## src/rtl/pipeline_hazard_ctrl_pkg.sv

```systemverilog
// Shared definitions for the pipeline hazard controller: forwarding mux
// encodings and stall counter limits.
package pipeline_hazard_ctrl_pkg;

    // Operand source selection seen by the decode-stage forwarding mux.
    typedef enum logic [1:0] {
        FWD_REG = 2'b00,  // read the register file
        FWD_E   = 2'b01,  // take the exec-stage result
        FWD_M   = 2'b10   // take the memory-stage result
    } fwd_sel_e;

    localparam int          STALL_CNT_W   = 32;
    localparam logic [31:0] STALL_CNT_MAX = 32'hFFFF_FFFF;

endpackage : pipeline_hazard_ctrl_pkg

```

## src/rtl/pipeline_hazard_ctrl_if.sv

```systemverilog
// Pipeline-to-hazard-controller bundle. The slave side is the hazard
// controller; the master side is the pipeline that consumes its decisions.
interface pipeline_hazard_ctrl_if #(
    parameter int AW   = 6,
    parameter int NSRC = 2
);
    // decode stage
    logic [NSRC*AW-1:0] rs;
    logic [NSRC-1:0]    rs_used;
    logic               dec_valid;
    logic [AW-1:0]      dec_rd;
    logic               dec_regwrite;
    logic               dec_multi;
    // exec stage
    logic [AW-1:0]      rdE;
    logic               regwriteE;
    logic               memreadE;
    // memory stage
    logic [AW-1:0]      rdM;
    logic               regwriteM;
    // multi-cycle unit writeback
    logic               wb_multi_valid;
    logic [AW-1:0]      wb_multi_rd;
    // pipeline status
    logic               branchjump_miss;
    logic               exec_fin;
    logic               memory_fin;
    // controller decisions
    logic [NSRC*2-1:0]  forward;
    logic               fetch_enable;
    logic               decode_enable;
    logic               exec_enable;
    logic               memory_enable;
    logic               write_enable;
    logic               decode_flush;
    logic               exec_flush;
    logic [31:0]        stall_cnt;

    modport slave (
        input  rs, rs_used, dec_valid, dec_rd, dec_regwrite, dec_multi,
        input  rdE, regwriteE, memreadE, rdM, regwriteM,
        input  wb_multi_valid, wb_multi_rd,
        input  branchjump_miss, exec_fin, memory_fin,
        output forward, fetch_enable, decode_enable, exec_enable,
        output memory_enable, write_enable, decode_flush, exec_flush,
        output stall_cnt
    );

    modport master (
        output rs, rs_used, dec_valid, dec_rd, dec_regwrite, dec_multi,
        output rdE, regwriteE, memreadE, rdM, regwriteM,
        output wb_multi_valid, wb_multi_rd,
        output branchjump_miss, exec_fin, memory_fin,
        input  forward, fetch_enable, decode_enable, exec_enable,
        input  memory_enable, write_enable, decode_flush, exec_flush,
        input  stall_cnt
    );

endinterface : pipeline_hazard_ctrl_if

```

## src/rtl/pipeline_hazard_ctrl_scoreboard.sv

```systemverilog
// Register scoreboard for multi-cycle (FPU/divide) results: one pending bit
// per architectural register, plus RAW/WAW checks against the decode stage.
module hazard_scoreboard
    import pipeline_hazard_ctrl_pkg::*;
#(
    parameter int NREG     = 64,
    parameter int AW       = 6,
    parameter int NSRC     = 2,
    parameter int ZERO_REG = 1
) (
    input  logic               clk,
    input  logic               rst,
    input  logic [NSRC*AW-1:0] i_rs,
    input  logic [NSRC-1:0]    i_rs_used,
    input  logic [AW-1:0]      i_dec_rd,
    input  logic               i_dec_regwrite,
    input  logic               i_set_valid,
    input  logic               i_clr_valid,
    input  logic [AW-1:0]      i_clr_rd,
    output logic               o_sbstall
);

    logic [NREG-1:0] r_pending;
    logic [NREG-1:0] w_set_mask;
    logic [NREG-1:0] w_clr_mask;
    logic            w_raw;
    logic            w_waw;

    // Register 0 is hardwired to zero when enabled: it never becomes pending.
    function automatic logic is_zero_reg(input logic [AW-1:0] idx);
        return (ZERO_REG != 0) && (idx == {AW{1'b0}});
    endfunction

    // Decode one-hot set/clear masks for this cycle's issue and writeback.
    always_comb begin
        w_set_mask = {NREG{1'b0}};
        w_clr_mask = {NREG{1'b0}};
        if (i_set_valid && !is_zero_reg(i_dec_rd)) begin
            w_set_mask[i_dec_rd] = 1'b1;
        end else begin
            w_set_mask = {NREG{1'b0}};
        end
        if (i_clr_valid) begin
            w_clr_mask[i_clr_rd] = 1'b1;
        end else begin
            w_clr_mask = {NREG{1'b0}};
        end
    end

    // Pending bits: a same-cycle issue wins over a writeback to the same
    // register, and clearing an idle register simply leaves it at zero.
    always_ff @(posedge clk) begin
        if (rst) begin
            r_pending <= {NREG{1'b0}};
        end else begin
            r_pending <= (r_pending & ~w_clr_mask) | w_set_mask;
        end
    end

    // RAW on any used source, WAW on the decode destination. While in reset
    // the pending state is treated as already cleared.
    always_comb begin
        w_raw = 1'b0;
        for (int i = 0; i < NSRC; i++) begin
            w_raw = w_raw | (i_rs_used[i] && !is_zero_reg(i_rs[i*AW +: AW])
                             && r_pending[i_rs[i*AW +: AW]]);
        end
        w_waw     = i_dec_regwrite && !is_zero_reg(i_dec_rd) && r_pending[i_dec_rd];
        o_sbstall = (w_raw | w_waw) & ~rst;
    end

endmodule : hazard_scoreboard

```

## src/rtl/pipeline_hazard_ctrl.sv

```systemverilog
// Pipeline hazard controller: operand forwarding selection, load-use and
// scoreboard stalls, stage enables/flushes and a saturating stall counter.
// All decisions are combinational from the current inputs and pending state.
module pipeline_hazard_ctrl
    import pipeline_hazard_ctrl_pkg::*;
#(
    parameter int NREG     = 64,
    parameter int AW       = 6,
    parameter int NSRC     = 2,
    parameter int ZERO_REG = 1
) (
    input  logic                   clk,
    input  logic                   rst,
    pipeline_hazard_ctrl_if.slave  bus
);

    logic [NSRC*2-1:0]      w_forward;
    logic                   w_lwstall;
    logic                   w_sbstall;
    logic                   w_stall;
    logic                   w_front_enable;
    logic                   w_memory_enable;
    logic                   w_issue_multi;
    logic [STALL_CNT_W-1:0] r_stall_cnt;

    // Register 0 never matches a producer when it is hardwired to zero.
    function automatic logic is_zero_reg(input logic [AW-1:0] idx);
        return (ZERO_REG != 0) && (idx == {AW{1'b0}});
    endfunction

    // Per-source forwarding (exec beats memory) and load-use detection.
    // A load in exec has no result yet, so it is never forwarded from E.
    always_comb begin
        w_forward = {(NSRC*2){1'b0}};
        w_lwstall = 1'b0;
        for (int i = 0; i < NSRC; i++) begin
            if (bus.rs_used[i] && bus.regwriteE && !bus.memreadE
                && (bus.rdE == bus.rs[i*AW +: AW]) && !is_zero_reg(bus.rs[i*AW +: AW])) begin
                w_forward[i*2 +: 2] = FWD_E;
            end else if (bus.rs_used[i] && bus.regwriteM
                && (bus.rdM == bus.rs[i*AW +: AW]) && !is_zero_reg(bus.rs[i*AW +: AW])) begin
                w_forward[i*2 +: 2] = FWD_M;
            end else begin
                w_forward[i*2 +: 2] = FWD_REG;
            end
            w_lwstall = w_lwstall | (bus.rs_used[i] && bus.memreadE && bus.regwriteE
                                     && (bus.rdE == bus.rs[i*AW +: AW])
                                     && !is_zero_reg(bus.rs[i*AW +: AW]));
        end
    end

    // Stage enables and flushes; a branch/jump miss overrides any stall.
    always_comb begin
        w_stall         = w_lwstall | w_sbstall;
        w_memory_enable = bus.exec_fin & bus.memory_fin;
        w_front_enable  = ~w_stall & ~bus.branchjump_miss & w_memory_enable;
        // Only a decode that actually advances and is not squashed reserves a register.
        w_issue_multi   = w_front_enable & bus.dec_valid & ~bus.branchjump_miss
                          & bus.dec_multi & bus.dec_regwrite;

        bus.forward       = w_forward;
        bus.fetch_enable  = w_front_enable;
        bus.decode_enable = w_front_enable;
        bus.exec_enable   = w_front_enable;
        bus.memory_enable = w_memory_enable;
        bus.write_enable  = bus.memory_fin;
        bus.decode_flush  = bus.branchjump_miss;
        bus.exec_flush    = (bus.branchjump_miss | w_stall) & w_memory_enable;
        bus.stall_cnt     = r_stall_cnt;
    end

    hazard_scoreboard #(
        .NREG     (NREG),
        .AW       (AW),
        .NSRC     (NSRC),
        .ZERO_REG (ZERO_REG)
    ) u_scoreboard (
        .clk            (clk),
        .rst            (rst),
        .i_rs           (bus.rs),
        .i_rs_used      (bus.rs_used),
        .i_dec_rd       (bus.dec_rd),
        .i_dec_regwrite (bus.dec_regwrite),
        .i_set_valid    (w_issue_multi),
        .i_clr_valid    (bus.wb_multi_valid),
        .i_clr_rd       (bus.wb_multi_rd),
        .o_sbstall      (w_sbstall)
    );

    // Count stalled cycles that are not overridden by a branch/jump miss.
    always_ff @(posedge clk) begin
        if (rst) begin
            r_stall_cnt <= 32'd0;
        end else if (w_stall && !bus.branchjump_miss && (r_stall_cnt != STALL_CNT_MAX)) begin
            r_stall_cnt <= r_stall_cnt + 32'd1;
        end else begin
            r_stall_cnt <= r_stall_cnt;
        end
    end

endmodule : pipeline_hazard_ctrl

```

## src/flat_wrapper.sv

```systemverilog
// flat-port wrapper written by rule: the top's interface ports become plain ports
module pipeline_hazard_ctrl_flat import pipeline_hazard_ctrl_pkg::*;
#(
    parameter int NREG     = 64,
    parameter int AW       = 6,
    parameter int NSRC     = 2,
    parameter int ZERO_REG = 1
)
  (clk, rst, bus_rs, bus_rs_used, bus_dec_valid, bus_dec_rd, bus_dec_regwrite, bus_dec_multi, bus_rdE, bus_regwriteE, bus_memreadE, bus_rdM, bus_regwriteM, bus_wb_multi_valid, bus_wb_multi_rd, bus_branchjump_miss, bus_exec_fin, bus_memory_fin, bus_forward, bus_fetch_enable, bus_decode_enable, bus_exec_enable, bus_memory_enable, bus_write_enable, bus_decode_flush, bus_exec_flush, bus_stall_cnt);
  pipeline_hazard_ctrl_if #(.AW(AW), .NSRC(NSRC)) bus_i ();
  input  logic clk;
  input  logic rst;
  input wire logic [$bits(bus_i.rs)-1:0] bus_rs;
  input wire logic [$bits(bus_i.rs_used)-1:0] bus_rs_used;
  input wire logic [$bits(bus_i.dec_valid)-1:0] bus_dec_valid;
  input wire logic [$bits(bus_i.dec_rd)-1:0] bus_dec_rd;
  input wire logic [$bits(bus_i.dec_regwrite)-1:0] bus_dec_regwrite;
  input wire logic [$bits(bus_i.dec_multi)-1:0] bus_dec_multi;
  input wire logic [$bits(bus_i.rdE)-1:0] bus_rdE;
  input wire logic [$bits(bus_i.regwriteE)-1:0] bus_regwriteE;
  input wire logic [$bits(bus_i.memreadE)-1:0] bus_memreadE;
  input wire logic [$bits(bus_i.rdM)-1:0] bus_rdM;
  input wire logic [$bits(bus_i.regwriteM)-1:0] bus_regwriteM;
  input wire logic [$bits(bus_i.wb_multi_valid)-1:0] bus_wb_multi_valid;
  input wire logic [$bits(bus_i.wb_multi_rd)-1:0] bus_wb_multi_rd;
  input wire logic [$bits(bus_i.branchjump_miss)-1:0] bus_branchjump_miss;
  input wire logic [$bits(bus_i.exec_fin)-1:0] bus_exec_fin;
  input wire logic [$bits(bus_i.memory_fin)-1:0] bus_memory_fin;
  output wire logic [$bits(bus_i.forward)-1:0] bus_forward;
  output wire logic [$bits(bus_i.fetch_enable)-1:0] bus_fetch_enable;
  output wire logic [$bits(bus_i.decode_enable)-1:0] bus_decode_enable;
  output wire logic [$bits(bus_i.exec_enable)-1:0] bus_exec_enable;
  output wire logic [$bits(bus_i.memory_enable)-1:0] bus_memory_enable;
  output wire logic [$bits(bus_i.write_enable)-1:0] bus_write_enable;
  output wire logic [$bits(bus_i.decode_flush)-1:0] bus_decode_flush;
  output wire logic [$bits(bus_i.exec_flush)-1:0] bus_exec_flush;
  output wire logic [$bits(bus_i.stall_cnt)-1:0] bus_stall_cnt;
  assign bus_i.rs = bus_rs;
  assign bus_i.rs_used = bus_rs_used;
  assign bus_i.dec_valid = bus_dec_valid;
  assign bus_i.dec_rd = bus_dec_rd;
  assign bus_i.dec_regwrite = bus_dec_regwrite;
  assign bus_i.dec_multi = bus_dec_multi;
  assign bus_i.rdE = bus_rdE;
  assign bus_i.regwriteE = bus_regwriteE;
  assign bus_i.memreadE = bus_memreadE;
  assign bus_i.rdM = bus_rdM;
  assign bus_i.regwriteM = bus_regwriteM;
  assign bus_i.wb_multi_valid = bus_wb_multi_valid;
  assign bus_i.wb_multi_rd = bus_wb_multi_rd;
  assign bus_i.branchjump_miss = bus_branchjump_miss;
  assign bus_i.exec_fin = bus_exec_fin;
  assign bus_i.memory_fin = bus_memory_fin;
  assign bus_forward = bus_i.forward;
  assign bus_fetch_enable = bus_i.fetch_enable;
  assign bus_decode_enable = bus_i.decode_enable;
  assign bus_exec_enable = bus_i.exec_enable;
  assign bus_memory_enable = bus_i.memory_enable;
  assign bus_write_enable = bus_i.write_enable;
  assign bus_decode_flush = bus_i.decode_flush;
  assign bus_exec_flush = bus_i.exec_flush;
  assign bus_stall_cnt = bus_i.stall_cnt;
  pipeline_hazard_ctrl #(.NREG(NREG), .AW(AW), .NSRC(NSRC), .ZERO_REG(ZERO_REG)) u_core (.clk(clk), .rst(rst), .bus(bus_i));
endmodule
```

## config.mk

```make
export PLATFORM = sky130hd
export DESIGN_NAME = pipeline_hazard_ctrl_flat
export DESIGN_NICKNAME = d
export VERILOG_FILES = /design/src/rtl/pipeline_hazard_ctrl_pkg.sv /design/src/rtl/pipeline_hazard_ctrl_if.sv /design/src/rtl/pipeline_hazard_ctrl_scoreboard.sv /design/src/rtl/pipeline_hazard_ctrl.sv /design/src/flat_wrapper.sv
export SDC_FILE = /design/constraint.sdc
export NUM_CORES = 1
export LEC_CHECK = 0
export ABC_AREA = 1
export CELL_PAD_IN_SITES_DETAIL_PLACEMENT = 2
export CELL_PAD_IN_SITES_GLOBAL_PLACEMENT = 2
export CORE_ASPECT_RATIO = 2
export CORE_MARGIN = 5
export CORE_UTILIZATION = 30
export CTS_BUF_LIST = sky130_fd_sc_hd__clkbuf_4
export DETAILED_ROUTE_END_ITERATION = 10
export GPL_TIMING_DRIVEN = 0
export MAX_ROUTING_LAYER = met4
export PLACE_DENSITY_LB_ADDON = 0.12
export SLEW_MARGIN = 5
export SYNTH_ARGS = -nofsm -noshare
export SYNTH_HDL_FRONTEND = slang
export SYNTH_HIERARCHICAL = 1
export SYNTH_SLANG_ARGS = --single-unit
export TNS_END_PERCENT = 10
```

## constraint.sdc

```tcl
create_clock -name clk -period 4.4 [get_ports clk]
set_input_delay 0.88 -clock clk [delete_from_list [all_inputs] [get_ports clk]]
set_output_delay 0.88 -clock clk [all_outputs]
set_load 0.01 [all_outputs]
```

==> results.sh, run 1 <==
export IMPL_seq_area_frac_synth_pct=25.91
export IMPL_period_needed_ns=4.294
export IMPL_via_per_inst=5.445
export IMPL_syn_nets=1357
export IMPL_clockPowerShare_pct=25.9
export IMPL_finalCritPeriodShare_pct=97.58
export IMPL_synthCells=1306
export IMPL_wl_mm=42.75
export IMPL_start_util_pct=30.37
export IMPL_num_rows=81
export IMPL_power_frac_comb_pct=24.5
export IMPL_leakage_nw=3.579
export IMPL_pwr_share_seq_pct=49.6
export IMPL_setup_slack_ns=0.1065
export IMPL_power_total_mw=1.761
export IMPL_hold_viol_final=0
export IMPL_grt_pass1_wl_mm=63.07
export IMPL_place_ws_ns=-1.786
export IMPL_place_congestion=0.9967
export IMPL_placed_cells=1728
export IMPL_root_buffer="clkbuf_4"
export IMPL_nFillCells=3119
export IMPL_max_freq_mhz=232.9
export IMPL_ant_nets=0
export IMPL_rr_startpoint="u_core/u_scoreboard/r_pending[32]"
export IMPL_cp_max_fo=10
export IMPL_wl_per_cell_um=24.37
export IMPL_whs_ns=0.4862
export IMPL_worst_pin_slew_ns=0.8131
export IMPL_cts_hold_buf=0
export IMPL_maxSlewHeadroom_pct=45.59
export IMPL_dr_first_iter_drc_count=317
export IMPL_end_kind="primary output"
export IMPL_antenna_found_initial=1
export IMPL_internal_power_mw=1.145
export IMPL_coreArea_mm2=0.02442
export IMPL_vias=9551
export IMPL_grt_usage_pct=31.29
export IMPL_critical_path_required_ns=3.52
export IMPL_fin_util_pct=37.51
export IMPL_worst_r2r_path_depth=22
export IMPL_crit_start="bus_rs[6]"
export IMPL_yosysUniqueCellTypes=36
export IMPL_cts_buffers=9
export IMPL_outcome="complete, no violations"
export IMPL_clk_path_buf_depth=2
export IMPL_clkLatencyLatePin_ns=0.50
export IMPL_cts_tree="done"
export IMPL_setup_viol=0
export IMPL_fin_nets=1467
export IMPL_reg2reg_to="u_core/u_scoreboard/r_pending[17]"
export IMPL_ys_ff_latch=96
export IMPL_synthToLayoutAreaGrowth_pct=23.49
export IMPL_power_switching_mw=0.6155
export IMPL_syn_area_mm2=0.007418
export IMPL_clkSinkCount=96
export IMPL_io_buffers=90
export IMPL_firstDrtPassIters=4
export IMPL_die_h_um=232.4
export IMPL_grt_ovfl_total=0
export IMPL_arrival_ns=3.41
export IMPL_avgSynthCellArea_um2=5.680
export IMPL_clk_pin_slew_ns=0.15
export IMPL_place_hpwl_mm=35.61
export IMPL_fp_dieW_um=121.2
export IMPL_maxSlewViolCount=0
export IMPL_powerDensity_mw_per_mm2=192.2
export IMPL_hold_start="u_core/u_scoreboard/r_pending[13]"
export IMPL_hp_class="reg -> reg"
export IMPL_critPathKind="in -> out"
export IMPL_yosysWarnings=6
export IMPL_swShare_pct=34.96
export IMPL_ir_drop_uv=92.40
export IMPL_fp_dieArea_mm2=0.02816
export IMPL_drive_above_1_share_pct=9.148
export IMPL_finClkSkew_ns=0.01804
export IMPL_r2r_slack_ns=0.53
export IMPL_drv_cap=0
export IMPL_grt_max_degree=15
export IMPL_crit_end="bus_exec_enable"
export IMPL_instances_no_fill=1754
export IMPL_cp_start_kind="input pin"
export IMPL_cts_max_level=3
export IMPL_ios=93
export IMPL_drc_errors=0
export IMPL_first_global_vias=10610
==> metal layers <==
metal	share of wire [%]	track usage (%)	routed length (um)	vias up
met1	29	23.83	12580	4640
met2	57	62.72	24450	304
li1	-	-	-	4435
met4	11	25.32	4530	0
met5	0	-	0	-
met3	2.8	3.649	1189	172
==> power by group through the flow <==
| stage | Combinational (mW) | Sequential, mW | Clock (mW) |
|---|---|---|---|
| after global placement | 0.387 | 0.892 | 0 |
| after floorplan | 0.195 | 0.892 | 0 |
| after detailed placement | 0.395 | 0.892 | 0 |
| after CTS | 0.422 | 0.874 | 0.483 |
| after global routing | 0.460 | 0.874 | 0.504 |
| final | 0.432 | 0.874 | 0.455 |
==> per-stage QoR <==
| step | area [um2] | TNS (ns) |
|---|---|---|
| 5_1_grt | 9161 | -0.01239 |
| 3_5_place_dp | 8735 | -93.04 |
| 3_3_place_gp | 8735 | -87.46 |
| 4_1_cts | 9087 | -0.08004 |
| 2_1_floorplan | 7418 | 0 |
| 6_report | 9161 | 0 |
==> what timing repair did <==
action | 4_1_cts | 5_1_grt
resized for setup | 120 | 25
setup buffers | 8 | 0
cloned | 0 | 1
pin swaps | 7 | 3
endpoints found under the hold margin | 0 | 0
setup endpoints to repair | 67 | 29
==> cells in the mapped netlist, drive strengths merged <==
cell type	instances	share of area, %
nor4b	1	0.12
nand3b	12	1.2
nand2	489	25
a21oi	110	7.4
o21ai	104	7.0
xor2	16	1.9
or2	1	0.084
nor3b	1	0.17
nand3	121	8.2
o211ai	19	1.9
dfxtp	96	26
o22ai	2	0.17
buf	37	3.2
a21boi	1	0.10
inv	133	6.7
nand4	4	0.34
a211oi	1	0.10
nor4	2	0.25
nor3	30	2.5
ha	1	0.17
nor2	89	4.7
o21bai	1	0.15
a221oi	1	0.12
clkbuf	21	1.1
xnor2	13	1.5
==> final cells by class <==
type / instances / area (um2) / area share (%)
Antenna cell: 1 / 2.502 / 0.02731
Buffer: 58 / 449.2 / 4.903
Clock buffer: 12 / 90.09 / 0.9833
Clock inverter: 4 / 21.27 / 0.2322
Inverter: 133 / 520.5 / 5.682
Multi-Input combinational cell: 1019 / 4793 / 52.32
Sequential cell: 96 / 1922 / 20.98
Tap cell: 332 / 415.4 / 4.534
Timing Repair Buffer: 99 / 947.2 / 10.34
==> worst max-delay path, cell delays in order <==
cell and delay [ns]:
clkbuf_4 0.16, buf_8 0.16, inv_6 0.08, buf_4 0.21, nand2_1 0.08, nand3_1 0.09, a21oi_1 0.10, nor2_2 0.21
nand2_1 0.09, nand3_1 0.09, nand2_1 0.07, nand2_1 0.07, nand3_1 0.11, nand2_1 0.08, inv_1 0.04, inv_1 0.08
nand3_4 0.11, buf_8 0.17, nor3_4 0.17, buf_4 0.14, buf_4 0.09, clkbuf_2 0.12
==> sequential cells by signal, summed over array words and instances, names as in the netlist <==
signal and flops:
u_core/u_scoreboard/r_pending 64, u_core/bus.stall_cnt 32
==> worst min path at each step <==
stage | to | slack (ns) | cells past startpoint
global placement | u_core/u_scoreboard/r_pending[52] | 0.46 | 2
finish | u_core/u_scoreboard/r_pending[13] | 0.49 | 2
CTS | u_core/u_scoreboard/r_pending[13] | 0.49 | 2
floorplan | u_core/u_scoreboard/r_pending[0] | 0.44 | 2
detailed placement | u_core/u_scoreboard/r_pending[13] | 0.48 | 2
global route | u_core/u_scoreboard/r_pending[52] | 0.52 | 2
==> cells in the final DEF (no fill, tap or decap), types with 7 or more instances in the layout <==
| master | Yosys | layout |
|---|---|---|
| inv_1 | 123 | 115 |
| o21ai_0 | 104 | 103 |
| clkbuf_1 | 21 | 12 |
| nand3_1 | 120 | 118 |
| nor3_4 | 0 | 7 |
| inv_2 | 10 | 12 |
| a21oi_1 | 110 | 110 |
| clkbuf_2 | 0 | 8 |
| clkbuf_4 | 0 | 18 |
| nor3_1 | 23 | 20 |
| nand3b_1 | 12 | 12 |
| dfxtp_1 | 96 | 96 |
| o211ai_1 | 19 | 19 |
| xor2_1 | 16 | 16 |
| buf_4 | 8 | 19 |
| xnor2_1 | 13 | 13 |
| nand2_1 | 486 | 483 |
| buf_6 | 5 | 12 |
| nor2_1 | 86 | 80 |
| clkdlybuf4s50_1 | 0 | 73 |
| buf_2 | 22 | 11 |
==> logic make-up after synthesis <==
group / Yosys count / share of synthesized area, %
xor gates and xnor gates: 29 / 3.424
buffers and inverters: 191 / 10.95
AOI/OAI and AO/OA: 239 / 17.00
DFF: 96 / 25.91
and+or+nand+nor: 750 / 42.55
adders and majority gates: 1 / 0.1686
(Power assumes the default switching activity.)
==> run 2: changes to the inputs <==
--- a/config.mk
+++ b/config.mk
@@ -12,6 +12,7 @@
 export CORE_MARGIN = 5
 export CORE_UTILIZATION = 30
 export CTS_BUF_LIST = sky130_fd_sc_hd__clkbuf_4
+export CTS_CLUSTER_DIAMETER = 200
 export DETAILED_ROUTE_END_ITERATION = 10
 export GPL_TIMING_DRIVEN = 0
 export MAX_ROUTING_LAYER = met4
==> results of run 2 <==
No change in the layout: final DEF, timing and power equal those of run 1.
==> run 3: changes to the inputs <==
--- a/config.mk
+++ b/config.mk
@@ -15,8 +15,10 @@
 export CTS_CLUSTER_DIAMETER = 200
 export DETAILED_ROUTE_END_ITERATION = 10
 export GPL_TIMING_DRIVEN = 0
+export HOLD_SLACK_MARGIN = 0.08
 export MAX_ROUTING_LAYER = met4
 export PLACE_DENSITY_LB_ADDON = 0.12
+export SETUP_SLACK_MARGIN = 0.1
 export SLEW_MARGIN = 5
 export SYNTH_ARGS = -nofsm -noshare
 export SYNTH_HDL_FRONTEND = slang
==> results.sh, run 3 (synthesis results as in run 1) <==
export IMPL_fp_dieW_um=121.2
export IMPL_mostFrequentLayoutCells="478 x nand2_1, 115 x nand3_1, 113 x inv_1"
export IMPL_clk_pin_slew_ns=0.15
export IMPL_crit_top_cell="nand2_1"
export IMPL_worst_r2r_path_depth=23
export IMPL_cp_start_kind="input pin"
export IMPL_cts_max_level=3
export IMPL_end_kind="primary output"
export IMPL_vias=9624
export IMPL_num_rows=81
export IMPL_slowest_stage="dlygate4sd2_1"
export IMPL_final_common_cell="nand2_1"
export IMPL_hold_viol_final=0
export IMPL_worst_hold_path_endpoint="u_core/u_scoreboard/r_pending[13]"
export IMPL_arrival_ns=3.32
export IMPL_hold_depth=2
export IMPL_crit_buf_inv=9
export IMPL_setup_viol=0
export IMPL_root_buffer="clkbuf_4"
export IMPL_cts_hold_buf=0
export IMPL_max_freq_mhz=238.2
export IMPL_wl_met3_um=999
export IMPL_max_stage_delay_ns=0.29
export IMPL_highest_layer="met4"
export IMPL_die_h_um=232.4
export IMPL_clkSinkCount=96
export IMPL_setup_slack_ns=0.2012
export IMPL_crit_start="bus_rs[6]"
export IMPL_drc_errors=0
export IMPL_grt_usage_pct=31.52
export IMPL_rsz0062_at_grt="yes"
export IMPL_grt_ovfl_total=0
export IMPL_start_util_pct=30.37
export IMPL_place_congestion=0.9967
export IMPL_critical_path_required_ns=3.52
export IMPL_wl_mm=43.44
export IMPL_fin_area_mm2=0.009345
export IMPL_rr_startpoint="u_core/u_scoreboard/r_pending[48]"
export IMPL_period_needed_ns=4.199
export IMPL_synthToLayoutAreaGrowth_pct=25.97
export IMPL_ir_drop_uv=93.22
export IMPL_coreArea_mm2=0.02442
export IMPL_regMostFlops="u_core/u_scoreboard/r_pending"
export IMPL_hp_class="reg -> reg"
export IMPL_crit_path_cell_trace="buf_4 -> buf_12 -> clkinv_8 -> buf_8 -> nand2_1 -> nand3_1 -> nand2_2 -> nand2_2 -> nand2_1 -> nor2_2 -> nand2_1 -> nand3_2 -> nand2_1 -> nand2_1 -> nand3_2 -> nand2_1 -> inv_1 -> inv_2 -> nand3_4 -> clkbuf_16 -> buf_4 -> nor2_1 -> nor2_1 -> dlygate4sd2_1"
export IMPL_leakage_nw=3.669
export IMPL_met1Wirelength_mm=13.06
export IMPL_antenna_found_initial=1
export IMPL_routed_wl_met2_mm=25.07
export IMPL_ios=93
export IMPL_placed_area_mm2=0.008735
export IMPL_fin_util_pct=38.26
export IMPL_worst_pin_slew_ns=0.8364
export IMPL_fp_dieArea_mm2=0.02816
export IMPL_drv_cap=0
export IMPL_maxSlewViolCount=0
export IMPL_dr_first_iter_drc_count=364
export IMPL_critPathKind="in -> out"
export IMPL_clkLatencyLatePin_ns=0.51
export IMPL_grt_max_degree=15
export IMPL_finalCritPeriodShare_pct=95.43
export IMPL_via_per_inst=5.462
export IMPL_io_buffers=90
export IMPL_place_hpwl_mm=35.61
export IMPL_firstDrtPassIters=4
export IMPL_drive_above_1_share_pct=10.43
export IMPL_reg2reg_to="u_core/u_scoreboard/r_pending[25]"
export IMPL_cts_tree="done"
export IMPL_finClkSkew_ns=0.02118
export IMPL_first_global_vias=10640
export IMPL_place_ws_ns=-1.786
export IMPL_whs_ns=0.4867
export IMPL_cts_buffers=9
export IMPL_wl_per_cell_um=24.66
export IMPL_crit_family="buffers and inverters"
export IMPL_cp_max_fo=7
export IMPL_r2r_slack_ns=0.57
export IMPL_hold_start="u_core/u_scoreboard/r_pending[13]"
export IMPL_maxSlewHeadroom_pct=44.03
export IMPL_clk_path_buf_depth=2
export IMPL_largest_register_ffs=64
export IMPL_ant_nets=0
export IMPL_nFillCells=3108
export IMPL_grt_pass1_wl_mm=63.31
export IMPL_fin_nets=1475
export IMPL_outcome="complete, no violations"
export IMPL_powerDensity_mw_per_mm2=191.2
-- run 3: cell count changes in the layout (fill, tap and decap cells not counted), sizes merged --
cell           previous run  this run
buf                      49        58
bufbuf                    0         1
clkbuf                   39        38
clkdlybuf4s15             4         3
clkinv                    4         5
inv                     132       131
-- run 3: area by class of cell --
class | count | area (um2) | area share (%)
antenna | 1 | 2.502 | 0.02678
buffer | 58 | 490.5 | 5.248
clock buffer | 12 | 90.09 | 0.9640
clock inverter | 4 | 21.27 | 0.2276
inverter | 133 | 533.0 | 5.704
multi-input combinational | 1019 | 4821 | 51.59
sequential | 96 | 1922 | 20.56
tap | 332 | 415.4 | 4.445
timing repair buffer | 107 | 1050 | 11.23
-- run 3: stage by stage --
stage / TNS (ns) / std cells / total power, mW
2_1_floorplan: 0 / 1306 / 1.087
3_5_place_dp: -93.04 / 1728 / 1.287
6_report: 0 / 1762 / 1.787
3_3_place_gp: -87.46 / 1728 / 1.279
5_1_grt: 0 / 1762 / 1.863
4_1_cts: -0.02398 / 1755 / 1.788
-- run 3: worst max-delay path by stage --
stage,cells after the start,to
after global routing,20,bus_exec_flush
final,24,bus_exec_flush
after CTS,24,bus_exec_enable
after detailed placement,19,bus_exec_enable
after global placement,21,u_core/u_scoreboard/r_pending[15]
after floorplan,21,bus_exec_enable
-- run 3: worst register-to-register path, stage by stage, from the launching register on --
cell and delay [ns]:
dfxtp_1 0.35, inv_1 0.16, nand2_1 0.10, nand3_1 0.09, nand2_1 0.12, nand2_1 0.09, nand2_1 0.05, nor2_1 0.09
nand2_1 0.06, nand3_1 0.10, nand2_1 0.09, nand2_2 0.08, nand3_2 0.07, nand2_1 0.07, inv_1 0.04, inv_2 0.06
nand3_4 0.09, clkbuf_16 0.18, buf_4 0.14, nor4_1 0.54, inv_1 0.28, nor4_2 0.63, nand2_1 0.11, a21oi_1 0.17
-- run 3: power breakdown --
part	total, mW	switching [mW]	internal [mW]
logic	0.456	0.299	0.157
clock network	0.458	0.325	0.132
registers	0.874	0.00273	0.871
-- run 3: repair_timing --
| item | 4_1_cts | 5_1_grt |
|---|---|---|
| resized for setup | 133 | 45 |
| gates cloned | 1 | 2 |
| setup buffers | 10 | 4 |
| pin swaps | 8 | 14 |
| setup endpoints to repair | 67 | 30 |
-- run 3: layer usage --
layer  global-route usage [%]  up-vias
met2                    63.12      260
met5                        -        -
met1                    24.32     4754
met3                    3.308      161
met4                    25.39        0
li1                         -     4449
==> RTL change, RTL diff (flow settings as in run 1) <==
`ZERO_REG` is set to 1 in 3 places; all go to 0.
--- a/src/rtl/pipeline_hazard_ctrl_scoreboard.sv
+++ b/src/rtl/pipeline_hazard_ctrl_scoreboard.sv
@@ -6,7 +6,7 @@
     parameter int NREG     = 64,
     parameter int AW       = 6,
     parameter int NSRC     = 2,
-    parameter int ZERO_REG = 1
+    parameter int ZERO_REG = 0
 ) (
     input  logic               clk,
     input  logic               rst,
--- a/src/rtl/pipeline_hazard_ctrl.sv
+++ b/src/rtl/pipeline_hazard_ctrl.sv
@@ -7,7 +7,7 @@
     parameter int NREG     = 64,
     parameter int AW       = 6,
     parameter int NSRC     = 2,
-    parameter int ZERO_REG = 1
+    parameter int ZERO_REG = 0
 ) (
     input  logic                   clk,
     input  logic                   rst,
--- a/src/flat_wrapper.sv
+++ b/src/flat_wrapper.sv
@@ -4,7 +4,7 @@
     parameter int NREG     = 64,
     parameter int AW       = 6,
     parameter int NSRC     = 2,
-    parameter int ZERO_REG = 1
+    parameter int ZERO_REG = 0
 )
   (clk, rst, bus_rs, bus_rs_used, bus_dec_valid, bus_dec_rd, bus_dec_regwrite, bus_dec_multi, bus_rdE, bus_regwriteE, bus_memreadE, bus_rdM, bus_regwriteM, bus_wb_multi_valid, bus_wb_multi_rd, bus_branchjump_miss, bus_exec_fin, bus_memory_fin, bus_forward, bus_fetch_enable, bus_decode_enable, bus_exec_enable, bus_memory_enable, bus_write_enable, bus_decode_flush, bus_exec_flush, bus_stall_cnt);
   pipeline_hazard_ctrl_if #(.AW(AW), .NSRC(NSRC)) bus_i ();
Formal check against the unedited RTL: not equivalent (a bounded check fails within 4 cycles, from zero or initial values and one cycle with rst high).
==> RTL change against run 1 <==
- wire length decreased by 11%
- critical path type unchanged
- non-clock buffer count unchanged
- largest cell class unchanged
- count of clock-buffer cells in the layout is 3 lower
- clock skew up 0.013 ns
- sequential power barely moved
- die area is 0.96% higher
- power fell by 0.25%
- cell count decreased by 1.3%
- sequential cell count unchanged
- synthesized cell count is 1.4% lower
- first-iteration DRC count grew 42%
- synthesized area is 1.0% higher
- cell area down 1.3%
- setup slack better by 0.033 ns
==> RTL change: results (changes against run 1) <==
| Metric | Value |
|---|---|
| Routability cong. | 0.923 (was 0.997) |
| Distinct cells, synth | 32 (was 36) |
| Drt pass-1 iters | 5 (was 4) |
| Top post-synthesis cells by area | nand2_1 28%, dfxtp_1 26%, nand3_1 7.7% (was dfxtp_1 26%, nand2_1 25%, nand3_1 8.1%) |
| H-Tree Level Count | 3 (unchanged) |
| Largest stage delay on the critical path | 0.26 ns (was 0.21 ns) |
| Crit-path max FO | 10 (unchanged) |
| Leakage | 3.42 nW (was 3.58 nW) |
| Iteration-0 DRC Markers | 450 (was 317) |
| Bufs on Longest Clock Path | 2 (unchanged) |
| Layout cells sized above 1 | 7.96% (was 9.15%) |
| Largest net degree at the start of global routing | 20 (was 15) |
| Worst Hold Class | flip-flop to flip-flop (unchanged) |
| Worst VDD drop | 0.152 mV (was 0.0924 mV) |
| Clock-pin slew on the worst setup and hold paths | 0.17 ns (was 0.15 ns) |
| Drt via density | 5.41 (was 5.45) |
| Post-synth ARST share | 0% (unchanged) |
| Synth Warn # | 6 (unchanged) |
| Largest reg by FF count | u_core/u_scoreboard/r_pending (unchanged) |
| Post-synthesis sequential area ratio | 25.6% (was 25.9%) |
| Kind of cell adding the most delay to the critical path | buffers and inverters (unchanged) |
| Port Buffers | 85 (was 90) |
| Slowest CP cell | dlygate4sd2_1 (was buf_4) |
| Result of the run | finished clean (unchanged) |
| Layout net count | 1440 (was 1467) |
| Synth Flop Type | dfxtp_1 (unchanged) |
| Root buf cell | clkbuf_4 (unchanged) |
| Routed Wire Length | 38100 µm (was 42700 µm) |
| Max FFs per register | 64 (unchanged) |
| Via count of the first global-routing pass | 10020 (was 10606) |
| Worst Clk Skew | 0.0315 ns (was 0.0180 ns) |
| GRT Resource Usage Total | 27.7% (was 31.3%) |
| Worst-Skew Late Latency | 0.55 ns (was 0.50 ns) |
| HPWL Detailed | 29900 µm (was 35600 µm) |
| List of most frequent post-synthesis cells | 553 x nand2_1, 116 x nand3_1, 106 x a21oi_1, 96 x dfxtp_1, 73 x o21ai_0 (was 486 x nand2_1, 123 x inv_1, 120 x nand3_1, 110 x a21oi_1, 104 x o21ai_0) |
| Fillers | 3208 (was 3119) |
| Rel. slew slack | 45.0% (was 45.6%) |
| First-pass GRT wire length | 58400 µm (was 63100 µm) |
| TritonCTS Buffers | 9 (unchanged) |
| CP arrival | 3.38 ns (was 3.41 ns) |
| Antenna violations before repair | 1 (unchanged) |
RTL change: routing by layer:
layer | routed length, µm | global-route usage (%) | part of all wire (%)
met3 | 1360 | 3.73 | 3.6
met5 | 0 | - | 0
met4 | 1370 | 10.8 | 3.6
met2 | 18700 | 45.7 | 49
met1 | 16700 | 34.2 | 44
RTL change: worst min-delay path, stage by stage, from the launching register on:
cell and delay, ns:
dfxtp_1 0.38, nand2_1 0.07, a21oi_1 0.05
RTL change: final cells by class:
cell class              instances  area, µm²  share of cell area (%)
multi-input cells            1049       4900                    54.2
flip-flops and latches         96       1920                    21.3
repair buffers                 90        886                    9.80
plain buffers                  67        464                    5.13
well taps                     336        420                    4.65
inverters                      76        307                    3.39
clock inverters                 7       73.8                   0.817
clock buffers                   9       67.6                   0.747
diodes                          1       2.50                  0.0277
RTL change: worst paths after layout:
check,cells after the start,to,from,slack [ns]
max,24,bus_fetch_enable,bus_rs[0],0.14
min,2,u_core/bus.stall_cnt[1],u_core/bus.stall_cnt[1],0.52
max reg2reg,23,u_core/u_scoreboard/r_pending[63],u_core/u_scoreboard/r_pending[35],0.81
min reg2reg,2,u_core/bus.stall_cnt[1],u_core/bus.stall_cnt[1],0.52
RTL change: cell families after synthesis:
kind of cell	count (synthesis)	synth area share [%]
adders and majority gates	1	0.167
and+or+nand+nor	841	49.8
buffers and inverters	143	9.45
AOI/OAI and AO/OA	185	12.4
xor gates and xnor gates	22	2.57
DFF	96	25.6
RTL change: power by group:
part	internal (mW)	leakage [nW]	switching, mW	total, mW
combinational	0.119	2.57	0.249	0.369
clock	0.134	0.0777	0.381	0.515
sequential	0.871	0.773	0.00130	0.872
total	1.13	3.42	0.631	1.76
RTL change: metrics by stage:
stage                     setup WS, ns  cell area [µm²]  hold WS, ns  setup TNS, ns  cells
after floorplan                  0.993             7490        0.467              0   1288
after global placement           -1.21             8770        0.496         -61.70   1709
after detailed placement         -1.34             8770        0.510         -67.28   1709
after CTS                       0.0318             9010        0.534              0   1730
after global routing            -0.153             9040        0.561         -0.350   1731
final                            0.139             9040        0.522              0   1731
RTL change: what timing repair did:
item	4_1_cts	5_1_grt
hold buffers	0	0
hold endpoints to repair	0	0
gates resized for setup	36	4
pin swaps	0	0
setup buffers	5	0
endpoints found under the setup margin	68	16
